**config.mk**
```make
export PLATFORM = sky130hd
export DESIGN_NAME = meter_ctrl
export DESIGN_NICKNAME = d
export VERILOG_FILES = /design/src/rtl/meter_pkg.sv /design/src/rtl/meter_ctrl_tick_gen.sv /design/src/rtl/meter_ctrl.sv
export SDC_FILE = /design/constraint.sdc
export NUM_CORES = 1
export LEC_CHECK = 0
export BUFFER_PORTS_ARGS = -buffer_cell sky130_fd_sc_hd__buf_4
export CELL_PAD_IN_SITES_DETAIL_PLACEMENT = 2
export CELL_PAD_IN_SITES_GLOBAL_PLACEMENT = 2
export CORE_MARGIN = 1.5
export CORE_UTILIZATION = 34
export CTS_CLUSTER_DIAMETER = 80
export DETAILED_ROUTE_END_ITERATION = 10
export PLACE_DENSITY = 0.88
export SYNTH_ARGS = -nofsm -noshare
export SYNTH_HDL_FRONTEND = slang
export SYNTH_SLANG_ARGS = --single-unit
```
**constraint.sdc**
```tcl
create_clock -name SYS_CLK -period 4.71 [get_ports SYS_CLK]
set_input_delay 0.471 -clock SYS_CLK [delete_from_list [all_inputs] [get_ports SYS_CLK]]
set_output_delay 0.471 -clock SYS_CLK [all_outputs]
set_load 0.005 [all_outputs]
```
**src/rtl/meter_pkg.sv**
```systemverilog
`default_nettype none
// ============================================================================
// Module   : meter_pkg
// Brief    : Shared mode encodings, add amounts and presets for the meter path.
// Revision : 1.0
// ============================================================================
package meter_pkg;

  typedef enum logic [1:0] {
    MODE_EXPIRED = 2'd0,
    MODE_LOW     = 2'd1,
    MODE_NORMAL  = 2'd2,
    MODE_HOLD    = 2'd3
  } mode_e;

  localparam int unsigned c_max_count_dflt = 9999;

  localparam logic [16:0] c_add_up    = 17'd10;
  localparam logic [16:0] c_add_left  = 17'd180;
  localparam logic [16:0] c_add_right = 17'd200;
  localparam logic [16:0] c_add_down  = 17'd550;

  localparam logic [15:0] c_preset_sw0 = 16'd10;
  localparam logic [15:0] c_preset_sw1 = 16'd205;

  // Edge vector is {down, right, left, up}; lower index wins.
  function automatic logic [16:0] add_amount(input logic [3:0] edges);
    logic [16:0] amt;
    amt = 17'd0;
    if (edges[0])      amt = c_add_up;
    else if (edges[1]) amt = c_add_left;
    else if (edges[2]) amt = c_add_right;
    else if (edges[3]) amt = c_add_down;
    return amt;
  endfunction

endpackage
`default_nettype wire

```
**src/rtl/meter_ctrl_tick_gen.sv**
```systemverilog
`default_nettype none
// ============================================================================
// Module   : tick_gen
// Brief    : Wrapping prescaler producing the 1 s tick and half-period strobes.
// Revision : 1.0
// ============================================================================
module tick_gen #(
  parameter int unsigned TICK_DIV = 100000000
) (
  input  logic SYS_CLK,
  input  logic RESET_N,
  input  logic i_clear,
  output logic o_tick,
  output logic o_half
);

  localparam int unsigned     c_cw   = $clog2(TICK_DIV);
  localparam logic [c_cw-1:0] c_last = c_cw'(TICK_DIV - 1);
  localparam logic [c_cw-1:0] c_mid  = c_cw'(TICK_DIV / 2 - 1);

  logic [c_cw-1:0] r_cnt;

  always_ff @(posedge SYS_CLK or negedge RESET_N) begin
    if (!RESET_N) begin
      r_cnt <= '0;
    end else if (i_clear || r_cnt == c_last) begin
      r_cnt <= '0;
    end else begin
      r_cnt <= r_cnt + 1'b1;
    end
  end

  assign o_tick = (r_cnt == c_last);
  assign o_half = (r_cnt == c_mid);

endmodule
`default_nettype wire

```
**src/rtl/meter_ctrl.sv**
```systemverilog
`default_nettype none
// ============================================================================
// Module   : meter_ctrl
// Brief    : Parking-meter time counter: coin adds, presets, 1 s countdown, flash.
// Revision : 1.0
// ============================================================================
module meter_ctrl
  import meter_pkg::*;
#(
  parameter int unsigned TICK_DIV   = 100000000,
  parameter int unsigned MAX_COUNT  = c_max_count_dflt,
  parameter int unsigned LOW_THRESH = 200
) (
  input  logic        SYS_CLK,
  input  logic        RESET_N,
  input  logic        BTN_UP,
  input  logic        BTN_LEFT,
  input  logic        BTN_RIGHT,
  input  logic        BTN_DOWN,
  input  logic        SW0,
  input  logic        SW1,
  output logic [15:0] COUNT,
  output logic        BLANK,
  output logic [1:0]  MODE
);

  localparam logic [16:0] c_max17 = 17'(MAX_COUNT);
  localparam logic [15:0] c_low   = 16'(LOW_THRESH);

  logic [3:0]  r_btn_q;
  logic [15:0] r_count;
  mode_e       r_mode;
  logic        r_blank;

  logic [3:0]  w_btn;
  logic [3:0]  w_edge;
  logic        w_hold;
  logic        w_tick;
  logic        w_half;
  logic [16:0] w_sum;
  logic [16:0] w_sat;
  logic [15:0] w_count_nxt;
  mode_e       w_mode_nxt;
  logic        w_blank_nxt;

  assign w_btn  = {BTN_DOWN, BTN_RIGHT, BTN_LEFT, BTN_UP};
  assign w_edge = w_btn & ~r_btn_q;
  assign w_hold = SW0 | SW1;

  tick_gen #(
    .TICK_DIV (TICK_DIV)
  ) u_tick_gen (
    .SYS_CLK (SYS_CLK),
    .RESET_N (RESET_N),
    .i_clear (w_hold),
    .o_tick  (w_tick),
    .o_half  (w_half)
  );

  always_comb begin
    w_sum       = {1'b0, r_count} + add_amount(w_edge);
    w_sat       = (w_sum > c_max17) ? c_max17 : w_sum;
    w_count_nxt = w_sat[15:0];
    w_mode_nxt  = MODE_NORMAL;
    w_blank_nxt = 1'b0;
    if (w_tick && w_sat != 17'd0) begin
      w_count_nxt = w_sat[15:0] - 16'd1;
    end
    if (w_hold) begin
      w_count_nxt = SW0 ? c_preset_sw0 : c_preset_sw1;
      w_mode_nxt  = MODE_HOLD;
    end else begin
      if (w_count_nxt == 16'd0)       w_mode_nxt = MODE_EXPIRED;
      else if (w_count_nxt < c_low)   w_mode_nxt = MODE_LOW;
      else                            w_mode_nxt = MODE_NORMAL;
      // A mode change leaves BLANK at 0 so the new mode opens on a visible phase.
      if (w_mode_nxt == r_mode) begin
        case (w_mode_nxt)
          MODE_LOW:     w_blank_nxt = r_blank ^ w_tick;
          MODE_EXPIRED: w_blank_nxt = r_blank ^ (w_tick | w_half);
          default:      w_blank_nxt = 1'b0;
        endcase
      end
    end
  end

  always_ff @(posedge SYS_CLK or negedge RESET_N) begin
    if (!RESET_N) begin
      r_btn_q <= 4'd0;
      r_count <= 16'd0;
      r_mode  <= MODE_EXPIRED;
      r_blank <= 1'b0;
    end else begin
      r_btn_q <= w_btn;
      r_count <= w_count_nxt;
      r_mode  <= w_mode_nxt;
      r_blank <= w_blank_nxt;
    end
  end

  assign COUNT = r_count;
  assign MODE  = r_mode;
  assign BLANK = r_blank;

endmodule
`default_nettype wire

```
==> run metrics, run 1 <==
status=finished, violations left; failing checks=setup timing; crit path launch type=register; Worst Tran Pin Value=0.894 ns; worst endpoint required time=4.95 ns; total CTS buffers=5; Critical Path End Type=register; pins over their slew limit=0; Final setup viols=12; die area=11400 um2; Worst VDD drop=0.000117 V; unrepaired setup endpoints after global routing=true; I/O pin total=27; largest net degree at the start of global routing=51; critical path class=register to register; Clock Skews=0.0154 ns; CP max FO=3; Layout area overhead=39.0%; DR vias=3948; Post-CTS Hold Fix Bufs=0; worst setup slack after layout=-1.06 ns; synthesized flop and latch total=50; synthesized area per cell=9.01 um2; TritonCTS clock tree=done; WP data arrival=6.00 ns; fin crit period=5.77 ns; Placer Congestion=0.849; Power Total=0.00130 W; main area contributors after synthesis=dfrtp_1, nor2_1, xor2_1; Post-synth top cells=nor2_1, dfrtp_1, nand2_1; Initial Util=35.2%; cells after synthesis=405; Mapped Area=3650 um2; All-Layer GR Usage=29.4%; Final Hold Fails=0; Via density=6.08; Final Cell Area=5070 um2; count leader, synth=nor2_1; crit path cell chain=nand2b_4, nand3b_1, a21oi_4, ha_1, a21o_1, a211oi_2, buf_4, o21bai_2, a2111oi_4, nor4_4, or2_4, nor2_4, ha_4, and2_4, nand2_2, a31oi_4, nor4b_4, xor2_2, and4b_2, nand3b_1, or2_1, nor4_2; ANT nets after route=0; slowest CP cell=a2111oi_4; nets=532; num rows=37; Port Buffers=26; Sink Count=50; Placement Setup Slack=-0.854 ns; most used cell, CP=nand3b_1; slowest stage delay, CP=0.60 ns; CTS clk-pin slew, worst paths=0.11 ns; CTS Buffer Depth=2; YS warnings=0; Post-Route Utilization=48.9%; first-pass GRT wire length=25.2 mm; Most used DFF post-synth=dfrtp_1; Initial DRC Count=202; First-pass DRT Iterations=4; drt wl/cell=28.3 um; initial antenna violation count=0; Synth async-reset ratio=100%; EDFF count, synth=0; top cell type's share of synthesized area=34.3%; clk_lat worst skew=0.33 ns; total gr overflow=0; syn nets=425; Post-DP HPWL=10.6 mm; Die X=107 um; Synth cell types=70; layout cells sized above 1=38.0%; placed cell count=617; final period utilization=122%; vias in the first global route=4300; total core area=10400 um2; Antenna diodes=0; fin cells=649; Max transition margin=40.3%; Post-DP Area=4470 um2; clock root cell=clkbuf_8; Max-cap violations=0; leakage power=2.17 nW; sequential area share after synthesis=34.3%; FMAX=0.173 GHz; drc violations=0; chip height=107 um; post-synth top area cell=dfrtp_1; hold crit path type=primary input to asynchronous set/reset pin; H-tree depth=2; Cell Pwr Density=256 nW/um2; Routed WL=18.4 mm
## per-layer routing
metal  part of all wire [%]  track usage [%]  routed length [um]  up-vias
met1                     38             32.2                7020     2085
li1                       -                -                   -     1683
met3                    2.5             4.44                 468       63
met2                     54             55.9                9920      117
met4                    5.3             12.5                 976        0
met5                      0                0                   0        -
## layout by cell type (no fill, tap or decap), types with 3 or more instances in the layout
| cell type | Yosys | routed |
|---|---|---|
| or2_2 | 3 | 3 |
| a21o_1 | 6 | 6 |
| nor2_1 | 57 | 53 |
| nand3_1 | 21 | 18 |
| xor2_1 | 23 | 20 |
| or3_1 | 5 | 4 |
| nand2_1 | 30 | 29 |
| clkbuf_8 | 0 | 5 |
| ha_1 | 11 | 6 |
| nand4_1 | 6 | 6 |
| xnor2_1 | 15 | 14 |
| dfrtp_1 | 50 | 50 |
| a21oi_1 | 20 | 15 |
| inv_1 | 9 | 9 |
| buf_4 | 1 | 111 |
| and4_1 | 3 | 3 |
| o21ai_2 | 0 | 4 |
| ha_2 | 0 | 3 |
| o21ai_0 | 13 | 8 |
| and3_1 | 19 | 18 |
| nor2_4 | 0 | 3 |
| or4_1 | 3 | 3 |
| nor3_1 | 14 | 12 |
| nand4b_1 | 3 | 3 |
| a21oi_2 | 0 | 4 |
| and4b_2 | 0 | 3 |
| and2_1 | 6 | 5 |
## critical path: cells and delay by family, from the launching register on
kind                       cells  cell delay (ns)
AOI/OAI and AO/OA              6             1.86
adders and majority gates      2             0.49
buffers and inverters          1             0.20
DFF                            1             0.34
and+or+nand+nor               12             2.53
xor gates and xnor gates       1             0.22
## final timing paths
check / startpoint / to / slack [ns] / depth (start not counted)
worst max-delay path: r_btn_q[2]$_DFF_PN0_ / BLANK$_DFF_PN0_ / -1.06 / 22
worst min-delay path: RESET_N / u_tick_gen.r_cnt[14]$_DFF_PN0_ / 0.17 / 1
worst max register to register: r_btn_q[2]$_DFF_PN0_ / BLANK$_DFF_PN0_ / -1.06 / 22
worst min register to register: MODE[1]$_DFF_PN0_ / BLANK$_DFF_PN0_ / 0.50 / 1
max in group asynchronous: RESET_N / COUNT[0]$_DFF_PN0_ / 4.06 / 1
min in group SYS_CLK: BTN_DOWN / r_btn_q[3]$_DFF_PN0_ / 0.25 / 1
## per-stage QoR
stage          TNS (ns)  hold WS, ns
6_report          -4.65        0.173
5_1_grt           -5.24        0.230
4_1_cts          -0.979        0.196
3_5_place_dp      -3.27        0.460
3_3_place_gp     -0.962        0.451
2_1_floorplan    -0.258        0.175
## state kept, by name, summed over array words and instances, names as in the netlist
register          count
BLANK                 1
COUNT                16
r_btn_q               4
MODE                  2
u_tick_gen.r_cnt     27
## area by class of cell
type                            count  area, um2
Clock buffer                        5       68.8
Clock inverter                      3       48.8
Fill cell                        1118       5300
Inverter                            9       33.8
Multi-Input combinational cell    331       2610
Sequential cell                    50       1250
Tap cell                          136        170
Timing Repair Buffer              115        896
## what timing repair did
item | 4_1_cts | 5_1_grt
cloned | 0 | 0
endpoints found under the setup margin | 7 | 12
resized for setup | 30 | 32
pin swaps | 10 | 7
buffers inserted | 15 | 11
endpoints found under the hold margin | 0 | 0
## power breakdown
part / total (W) / leakage [nW] / internal, W / switching, W
clock: 0.000338 / 0.0563 / 0.000162 / 0.000176
combinational: 0.000507 / 1.45 / 0.000211 / 0.000296
sequential: 0.000455 / 0.665 / 0.000441 / 0.0000146
total: 0.00130 / 2.17 / 0.000814 / 0.000486
## logic make-up after synthesis
kind of cell	count (synthesis)	synth area share [%]
flops	50	34.3
mux	2	0.583
simple gates	202	30.1
xor+xnor	38	9.12
compound gates	77	18.4
fa+ha+maj	12	4.32
buf+inv	24	3.19
Power figures use the tool's default switching activity.
==> run 2: changes to the inputs <==
--- a/config.mk
+++ b/config.mk
@@ -8,11 +8,11 @@
 export BUFFER_PORTS_ARGS = -buffer_cell sky130_fd_sc_hd__buf_4
 export CELL_PAD_IN_SITES_DETAIL_PLACEMENT = 2
 export CELL_PAD_IN_SITES_GLOBAL_PLACEMENT = 2
-export CORE_MARGIN = 1.5
-export CORE_UTILIZATION = 34
+export CORE_UTILIZATION = 38
 export CTS_CLUSTER_DIAMETER = 80
+export CTS_CLUSTER_SIZE = 12
 export DETAILED_ROUTE_END_ITERATION = 10
-export PLACE_DENSITY = 0.88
+export PLACE_DENSITY = 0.92
 export SYNTH_ARGS = -nofsm -noshare
 export SYNTH_HDL_FRONTEND = slang
 export SYNTH_SLANG_ARGS = --single-unit
==> constraint.sdc (replaced) <==
create_clock -name SYS_CLK -period 5.6 [get_ports SYS_CLK]
set_input_delay 0.56 -clock SYS_CLK [delete_from_list [all_inputs] [get_ports SYS_CLK]]
set_output_delay 0.56 -clock SYS_CLK [all_outputs]
set_load 0.005 [all_outputs]
==> run 2 against run 1 <==
Against the previous run:
- the flow still finishes with violations (setup timing)
- highest routed layer unchanged
- first-iteration DRC count is 24% lower
- largest power group is now sequential cells
- critical path depth stayed put
- clock-buffer cell count is 2 higher
==> run metrics, run 2 (synthesis results as in run 1) <==
num rows=35 (was 37); crit path cell chain=nand2b_4, nand3b_1, o21ai_1, ha_2, fa_2, a21o_1, a221oi_4, o21ai_1, a211oi_2, o211ai_2, or2_4, nor2_4, ha_4, nand3_2, or3_1, a31o_1, mux2_4, a311oi_2, and4_4, a41oi_2, xor2_1, nor4_2 (was nand2b_4, nand3b_1, a21oi_4, ha_1, a21o_1, a211oi_2, buf_4, o21bai_2, a2111oi_4, nor4_4, or2_4, nor2_4, ha_4, and2_4, nand2_2, a31oi_4, nor4b_4, xor2_2, and4b_2, nand3b_1, or2_1, nor4_2); CP max FO=4 (was 3); nets=462 (was 532); max reg flops=27 (unchanged); Switching Power=0.000327 W (was 0.000486 W); Routed WL=13.5 mm (was 18.4 mm); CTS Buffer Depth=2 (unchanged); total CTS buffers=5 (unchanged); total core area=9280 um2 (was 10400 um2); fin cells=572 (was 649); worst setup slack after layout=-0.150 ns (was -1.06 ns); Sink Count=50 (unchanged); Post-DP HPWL=9.10 mm (was 10.6 mm); met2 WL=7.10 mm (was 9.92 mm); hold crit path type=primary input to asynchronous set/reset pin (unchanged); wl on met1=5.45 mm (was 7.02 mm); commonest cells after routing, fill and taps aside=nor2_1, dfrtp_1, buf_4, nand2_1, xor2_1 (was buf_4, nor2_1, dfrtp_1, nand2_1, xor2_1); Power Total=0.000908 W (was 0.00130 W); initial antenna violation count=0 (unchanged); DR vias=3465 (was 3948); WP data arrival=5.96 ns (was 6.00 ns); Layout area overhead=17.9% (was 39.0%); first-pass GRT wire length=19.6 mm (was 25.2 mm); combinational power share=33.2% (was 39.0%); switching power share of the total=36.1% (was 37.4%); Clock Skews=0.0111 ns (was 0.0154 ns); Placer Congestion=0.928 (was 0.849); Final Hold Fails=0 (unchanged); placed cell count=557 (was 617); I/O pin total=27 (unchanged); status=finished, violations left (unchanged); Cell Pwr Density=211 nW/um2 (was 256 nW/um2); layout cells sized above 1=22.8% (was 38.0%); Internal=0.000581 W (was 0.000814 W); CTS clk-pin slew, worst paths=0.10 ns (was 0.11 ns); FMAX=0.174 GHz (was 0.173 GHz); R2R Path End=BLANK$_DFF_PN0_ (unchanged); crit path launch type=register (unchanged); H-tree depth=2 (unchanged); Max transition margin=40.7% (was 40.3%); R2R cell count=22 (unchanged); die area=10000 um2 (was 11400 um2); commonest non-fill, non-tap cell in the layout=nor2_1 (was buf_4); Worst VDD drop=0.000109 V (was 0.000117 V); worst endpoint required time=5.81 ns (was 4.95 ns); largest net degree at the start of global routing=51 (unchanged); Top reg by flops=u_tick_gen.r_cnt (unchanged); chip height=100 um (was 107 um); slowest stage delay, CP=0.39 ns (was 0.60 ns); Port Buffers=26 (unchanged); Final setup viols=1 (was 12); final period utilization=103% (was 122%); Worst Tran Pin Value=0.887 ns (was 0.894 ns); All-Layer GR Usage=24.9% (was 29.4%); top routing layer in use=met4 (unchanged); total gr overflow=0 (unchanged); critical path class=register to register (unchanged); Initial DRC Count=154 (was 202); failing checks=setup timing (unchanged); Via density=6.06 (was 6.08); worst path buffer plus inverter count=0 (was 1); leakage power=1.77 nW (was 2.17 nW); Initial Util=39.3% (was 35.2%); Critical Path End Type=register (unchanged); reg2reg start=r_btn_q[2]$_DFF_PN0_ (unchanged); Antenna diodes=0 (unchanged); Die X=100 um (was 107 um); Post-CTS Hold Fix Bufs=0 (unchanged); drt wl/cell=23.7 um (was 28.3 um); Clock power frac=24.7% (was 26.0%); TritonCTS clock tree=done (unchanged); most used cell, CP=o21ai_1 (was nand3b_1); pins over their slew limit=0 (unchanged); Seq pwr share=42.1% (was 35.0%); R2R setup slack=-0.15 ns (was -1.06 ns); Top delay family on crit path=compound AO/OA/AOI/OAI gates (was simple AND/OR/NAND/NOR gates); slowest CP cell=dfrtp_1 (was a2111oi_4); vias in the first global route=3716 (was 4300); clk_lat worst skew=0.31 ns (was 0.33 ns); First-pass DRT Iterations=4 (unchanged); ANT nets after route=0 (unchanged); drc violations=0 (unchanged); clock root cell=clkbuf_8 (unchanged); Placement Setup Slack=-0.188 ns (was -0.854 ns); routed wl met3=394 um (was 468 um); Max-cap violations=0 (unchanged); fin crit period=5.75 ns (was 5.77 ns)
[run 2: worst max-delay path by stage]
stage | from | cells after the start | slack, ns | to
finish | r_btn_q[2]$_DFF_PN0_ | 22 | -0.15 | BLANK$_DFF_PN0_
CTS | r_btn_q[2]$_DFF_PN0_ | 22 | 0.05 | BLANK$_DFF_PN0_
global route | r_btn_q[2]$_DFF_PN0_ | 22 | -0.31 | BLANK$_DFF_PN0_
detailed placement | BTN_RIGHT | 23 | -0.19 | BLANK$_DFF_PN0_
floorplan | BTN_RIGHT | 23 | 0.38 | BLANK$_DFF_PN0_
global placement | BTN_RIGHT | 23 | 0.28 | BLANK$_DFF_PN0_
[run 2: timing repair]
action	CTS	global route
pin swaps	2	18
setup buffers	0	7
cloned	0	0
hold endpoints to repair	0	0
setup endpoints to repair	1	3
gates resized for setup	5	29
[run 2: metrics by stage]
stage / utilization, % / hold slack (ns) / setup TNS (ns) / cell area (um2)
6_report: 46.3 / 0.274 / -0.150 / 4300
3_3_place_gp: 43.2 / 0.464 / 0 / 4020
4_1_cts: 44.5 / 0.296 / 0 / 4130
2_1_floorplan: - / 0.264 / 0 / 3650
3_5_place_dp: 43.2 / 0.461 / -0.188 / 4020
5_1_grt: 46.3 / 0.324 / -0.315 / 4300
[run 2: worst register-to-register path, delay by kind of cell (launching register included)]
kind,cells,cell delay [ns]
XOR/XNOR,1,0.22
adder cells (fa/ha/maj),3,0.74
AND/OR/NAND/NOR,8,1.87
flip-flops,1,0.39
multiplexers,1,0.33
AO/OA/AOI/OAI,9,2.10
[run 2: power by group through the flow]
stage               Sequential (W)  Clock (W)  Combinational [W]
finish                    0.000382   0.000224           0.000302
global route              0.000383   0.000244           0.000313
CTS                       0.000380   0.000229           0.000249
detailed placement        0.000388          0           0.000242
global placement          0.000387          0           0.000226
floorplan                 0.000385          0           0.000156
[run 2: per-layer routing]
layer | GRT usage [%] | vias up
met5 | 0 | -
met4 | 9.14 | 0
met3 | 1.95 | 52
met2 | 47.3 | 91
met1 | 29.3 | 1776
li1 | - | 1546
[run 2: final cells by class]
type | instances | area (um2)
clock inverter | 1 | 5.00
timing repair buffer | 45 | 338
clock buffer | 7 | 86.3
fill | 1032 | 4980
tap | 129 | 161
inverter | 9 | 33.8
sequential | 50 | 1250
multi-input combinational | 331 | 2430
==> run 3: changes to the inputs <==
--- a/config.mk
+++ b/config.mk
@@ -15,4 +15,5 @@
 export PLACE_DENSITY = 0.92
 export SYNTH_ARGS = -nofsm -noshare
 export SYNTH_HDL_FRONTEND = slang
+export SYNTH_HIERARCHICAL = 1
 export SYNTH_SLANG_ARGS = --single-unit
==> constraint.sdc (replaced) <==
create_clock -name SYS_CLK -period 6.2 [get_ports SYS_CLK]
set_input_delay 0.62 -clock SYS_CLK [delete_from_list [all_inputs] [get_ports SYS_CLK]]
set_output_delay 0.62 -clock SYS_CLK [all_outputs]
set_load 0.005 [all_outputs]
==> run 3 against run 2 <==
Against the previous run:
- the flow now finishes without violations
- hold slack better by 0.054 ns
- register-to-register slack better by 0.27 ns
- final area is 4.5% higher
- sequential power is 9.7% lower
- fmax is 5.4% lower
- setup slack better by 0.27 ns
- clock power is 2% higher
- sequential share of layout area is 1.3 points lower
- largest power group unchanged
==> run metrics, run 3 <==
status=complete, no violations (was finished, violations left); cells after synthesis=444 (was 405); Post-DP HPWL=10.7 mm (was 9.10 mm); wl on met1=6.81 mm (was 5.45 mm); first-pass GRT wire length=24.9 mm (was 19.6 mm); main area contributors after synthesis=dfrtp_1, a21oi_1, nor2_1 (was dfrtp_1, nor2_1, xor2_1); crit path cell chain=nand2b_1, nand3b_1, o21ai_0, ha_1, fa_1, a21o_1, a31oi_1, o311a_1, a32oi_1, a32oi_2, o21bai_2, nor2_2, ha_1, nor4b_4, mux2i_2, a211oi_4, a21oi_1, a311oi_2, nand4_1, a31o_2, or2_2, nor4_2 (was nand2b_4, nand3b_1, o21ai_1, ha_2, fa_2, a21o_1, a221oi_4, o21ai_1, a211oi_2, o211ai_2, or2_4, nor2_4, ha_4, nand3_2, or3_1, a31o_1, mux2_4, a311oi_2, and4_4, a41oi_2, xor2_1, nor4_2); combinational family with the most area after synthesis=simple AND/OR/NAND/NOR gates (unchanged); Max-cap violations=0 (unchanged); worst path buffer plus inverter count=0 (unchanged); Sink Count=50 (unchanged); met2 WL=7.90 mm (was 7.10 mm); Clock Skews=0.0174 ns (was 0.0111 ns); die area=10800 um2 (was 10000 um2); synthesized flop and latch total=50 (unchanged); CTS clk-pin slew, worst paths=0.11 ns (was 0.10 ns); multiplexer share of the synthesized area=0.793% (was 0.583%); area occupied by registers=1250 um2 (unchanged); Placer Congestion=0.884 (was 0.928); top routing layer in use=met4 (unchanged); Post-CTS Hold Fix Bufs=0 (unchanged); First-pass DRT Iterations=6 (was 4); Routed WL=16.5 mm (was 13.5 mm); Worst VDD drop=0.0000846 V (was 0.000109 V); vias in the first global route=4385 (was 3716); Final setup viols=0 (was 1); critical path class=register to register (unchanged); Setup TNS=0 ns (was -0.150 ns); post-synthesis adder-cell area fraction=4.00% (was 4.32%); nets=495 (was 462); Power Total=0.000864 W (was 0.000908 W); max reg flops=27 (unchanged); crit path launch type=register (unchanged); WP data arrival=6.33 ns (was 5.96 ns); largest net degree at the start of global routing=51 (unchanged); Final Cell Area=4500 um2 (was 4300 um2); Cell Pwr Density=192 nW/um2 (was 211 nW/um2); post-synth top area cell=dfrtp_1 (unchanged); EDFF count, synth=0 (unchanged); Synth Area in Compound Gates=26.3% (was 18.4%); Post-synth top cells=dfrtp_1, nor2_1, nand2_1 (was nor2_1, dfrtp_1, nand2_1); area of the multi-input gates=2660 um2 (was 2430 um2); Initial DRC Count=294 (was 154); synthesized area per cell=8.88 um2 (was 9.01 um2); TritonCTS clock tree=done (unchanged); clk_lat worst skew=0.34 ns (was 0.31 ns); placed cell count=598 (was 557); most used cell, CP=ha_1 (was o21ai_1); leakage power=1.72 nW (was 1.77 nW); slowest CP cell=fa_1 (was dfrtp_1); sequential area share after synthesis=31.7% (was 34.3%); commonest cells after routing, fill and taps aside=dfrtp_1, nor2_1, buf_4, nand2_1, a21oi_1 (was nor2_1, dfrtp_1, buf_4, nand2_1, xor2_1); layout cells sized above 1=18.3% (was 22.8%); total gr overflow=0 (unchanged); Placement Setup Slack=-0.242 ns (was -0.188 ns); H-tree depth=2 (unchanged); Critical Path End Type=register (unchanged); total core area=9910 um2 (was 9280 um2); final period utilization=98.0% (was 103%); chip height=104 um (was 100 um); FMAX=0.165 GHz (was 0.174 GHz); commonest non-fill, non-tap cell in the layout=dfrtp_1 (was nor2_1); Synth Area in XOR/XNOR=4.89% (was 9.12%); count leader, synth=dfrtp_1 (was nor2_1); Die X=104 um (was 100 um); fin crit period=6.08 ns (was 5.75 ns); fin cells=610 (was 572); top cell type's share of synthesized area=31.7% (was 34.3%); CP max FO=6 (was 4); hold crit path type=primary input to asynchronous set/reset pin (unchanged); Top reg by flops=u_tick_gen/r_cnt (was u_tick_gen.r_cnt); CTS Buffer Depth=2 (unchanged); Layout area overhead=14.1% (was 17.9%); Layout fillers=1086 (was 1032); Most used DFF post-synth=dfrtp_1 (unchanged); Port Buffers=26 (unchanged); DR vias=4175 (was 3465); I/O pin total=27 (unchanged); pins over their slew limit=0 (unchanged); Max transition margin=43.1% (was 40.7%); ANT nets after route=0 (unchanged); All-Layer GR Usage=29.1% (was 24.9%); Initial Util=39.8% (was 39.3%); Worst Tran Pin Value=0.851 ns (was 0.887 ns); worst endpoint required time=6.46 ns (was 5.81 ns); total CTS buffers=5 (unchanged); worst setup slack after layout=0.123 ns (was -0.150 ns); routed wl met3=957 um (was 394 um); slowest stage delay, CP=0.46 ns (was 0.39 ns); YS warnings=6 (was 0); Synth Area in Simple Gates=29.4% (was 30.1%); Via density=6.84 (was 6.06); Synth async-reset ratio=100% (unchanged); clock root cell=clkbuf_8 (unchanged); Final Hold Fails=0 (unchanged); num rows=36 (was 35); Post-DP Area=4290 um2 (was 4020 um2); syn nets=464 (was 425); initial antenna violation count=1 (was 0); Mapped Area=3940 um2 (was 3650 um2); drt wl/cell=27.0 um (was 23.7 um); drc violations=0 (unchanged); Top delay family on crit path=compound AO/OA/AOI/OAI gates (unchanged); Synth cell types=78 (was 70)
## run 3: changes by cell type after synthesis, moves of 7 or more
cell      change
nand4_1       +8
and3_1       -11
o211ai_1      +7
xor2_1       -14
nor2_1       -17
a21oi_1      +10
## run 3: layout make-up
type / instances / area share, %
Multi-Input combinational cell: 370 / 59.1
Sequential cell: 50 / 27.8
Timing Repair Buffer: 37 / 6.18
Tap cell: 133 / 3.70
Clock buffer: 6 / 1.84
Inverter: 11 / 0.918
Clock inverter: 2 / 0.389
Antenna cell: 1 / 0.0556
## run 3: final timing paths
path | end | startpoint | cells past startpoint | slack [ns]
setup / recovery | BLANK$_DFF_PN0_ | r_btn_q[2]$_DFF_PN0_ | 22 | 0.12
hold / removal | u_tick_gen/r_cnt[12]$_DFF_PN0_ | RESET_N | 1 | 0.33
setup reg to reg | BLANK$_DFF_PN0_ | r_btn_q[2]$_DFF_PN0_ | 22 | 0.12
hold reg to reg | BLANK$_DFF_PN0_ | MODE[1]$_DFF_PN0_ | 1 | 0.47
max in group asynchronous | COUNT[4]$_DFF_PN0_ | RESET_N | 1 | 5.42
min in group SYS_CLK | r_btn_q[3]$_DFF_PN0_ | BTN_DOWN | 1 | 0.41
## run 3: timing repair
| item | CTS | global route |
|---|---|---|
| pin swaps | 1 | 7 |
| buffers inserted | 0 | 3 |
| resized for setup | 4 | 10 |
| setup endpoints to repair | 2 | 3 |
| gates cloned | 0 | 0 |
## run 3: logic make-up (layout without fill, tap and decap cells)
kind of cell	after synthesis	count (layout)
xor+xnor	22	22
mux	3	3
simple gates	201	201
other cells	0	1
flops	50	50
buf+inv	24	56
compound gates	132	132
fa+ha+maj	12	12
## run 3: report_power, final
| group | switching, W | internal (W) | total [W] | leakage (nW) |
|---|---|---|---|---|
| clock network | 0.000135 | 0.0000924 | 0.000228 | 0.0514 |
| logic | 0.000192 | 0.0000982 | 0.000290 | 1.00 |
| registers | 0.0000103 | 0.000335 | 0.000345 | 0.664 |
## run 3: metrics by stage
stage                     hold WS, ns  utilization, %
final                           0.328            45.4
after global routing            0.361            45.4
after CTS                       0.342            44.6
after detailed placement        0.439            43.3
after global placement          0.462            43.3
after floorplan                 0.324               -
## run 3: metal layers
layer  up-vias  global-route usage, %
li1       1770                      -
met1      2119                   36.3
met2       200                   49.7
met3        86                   4.89
met4         0                   12.1
met5         -                      0
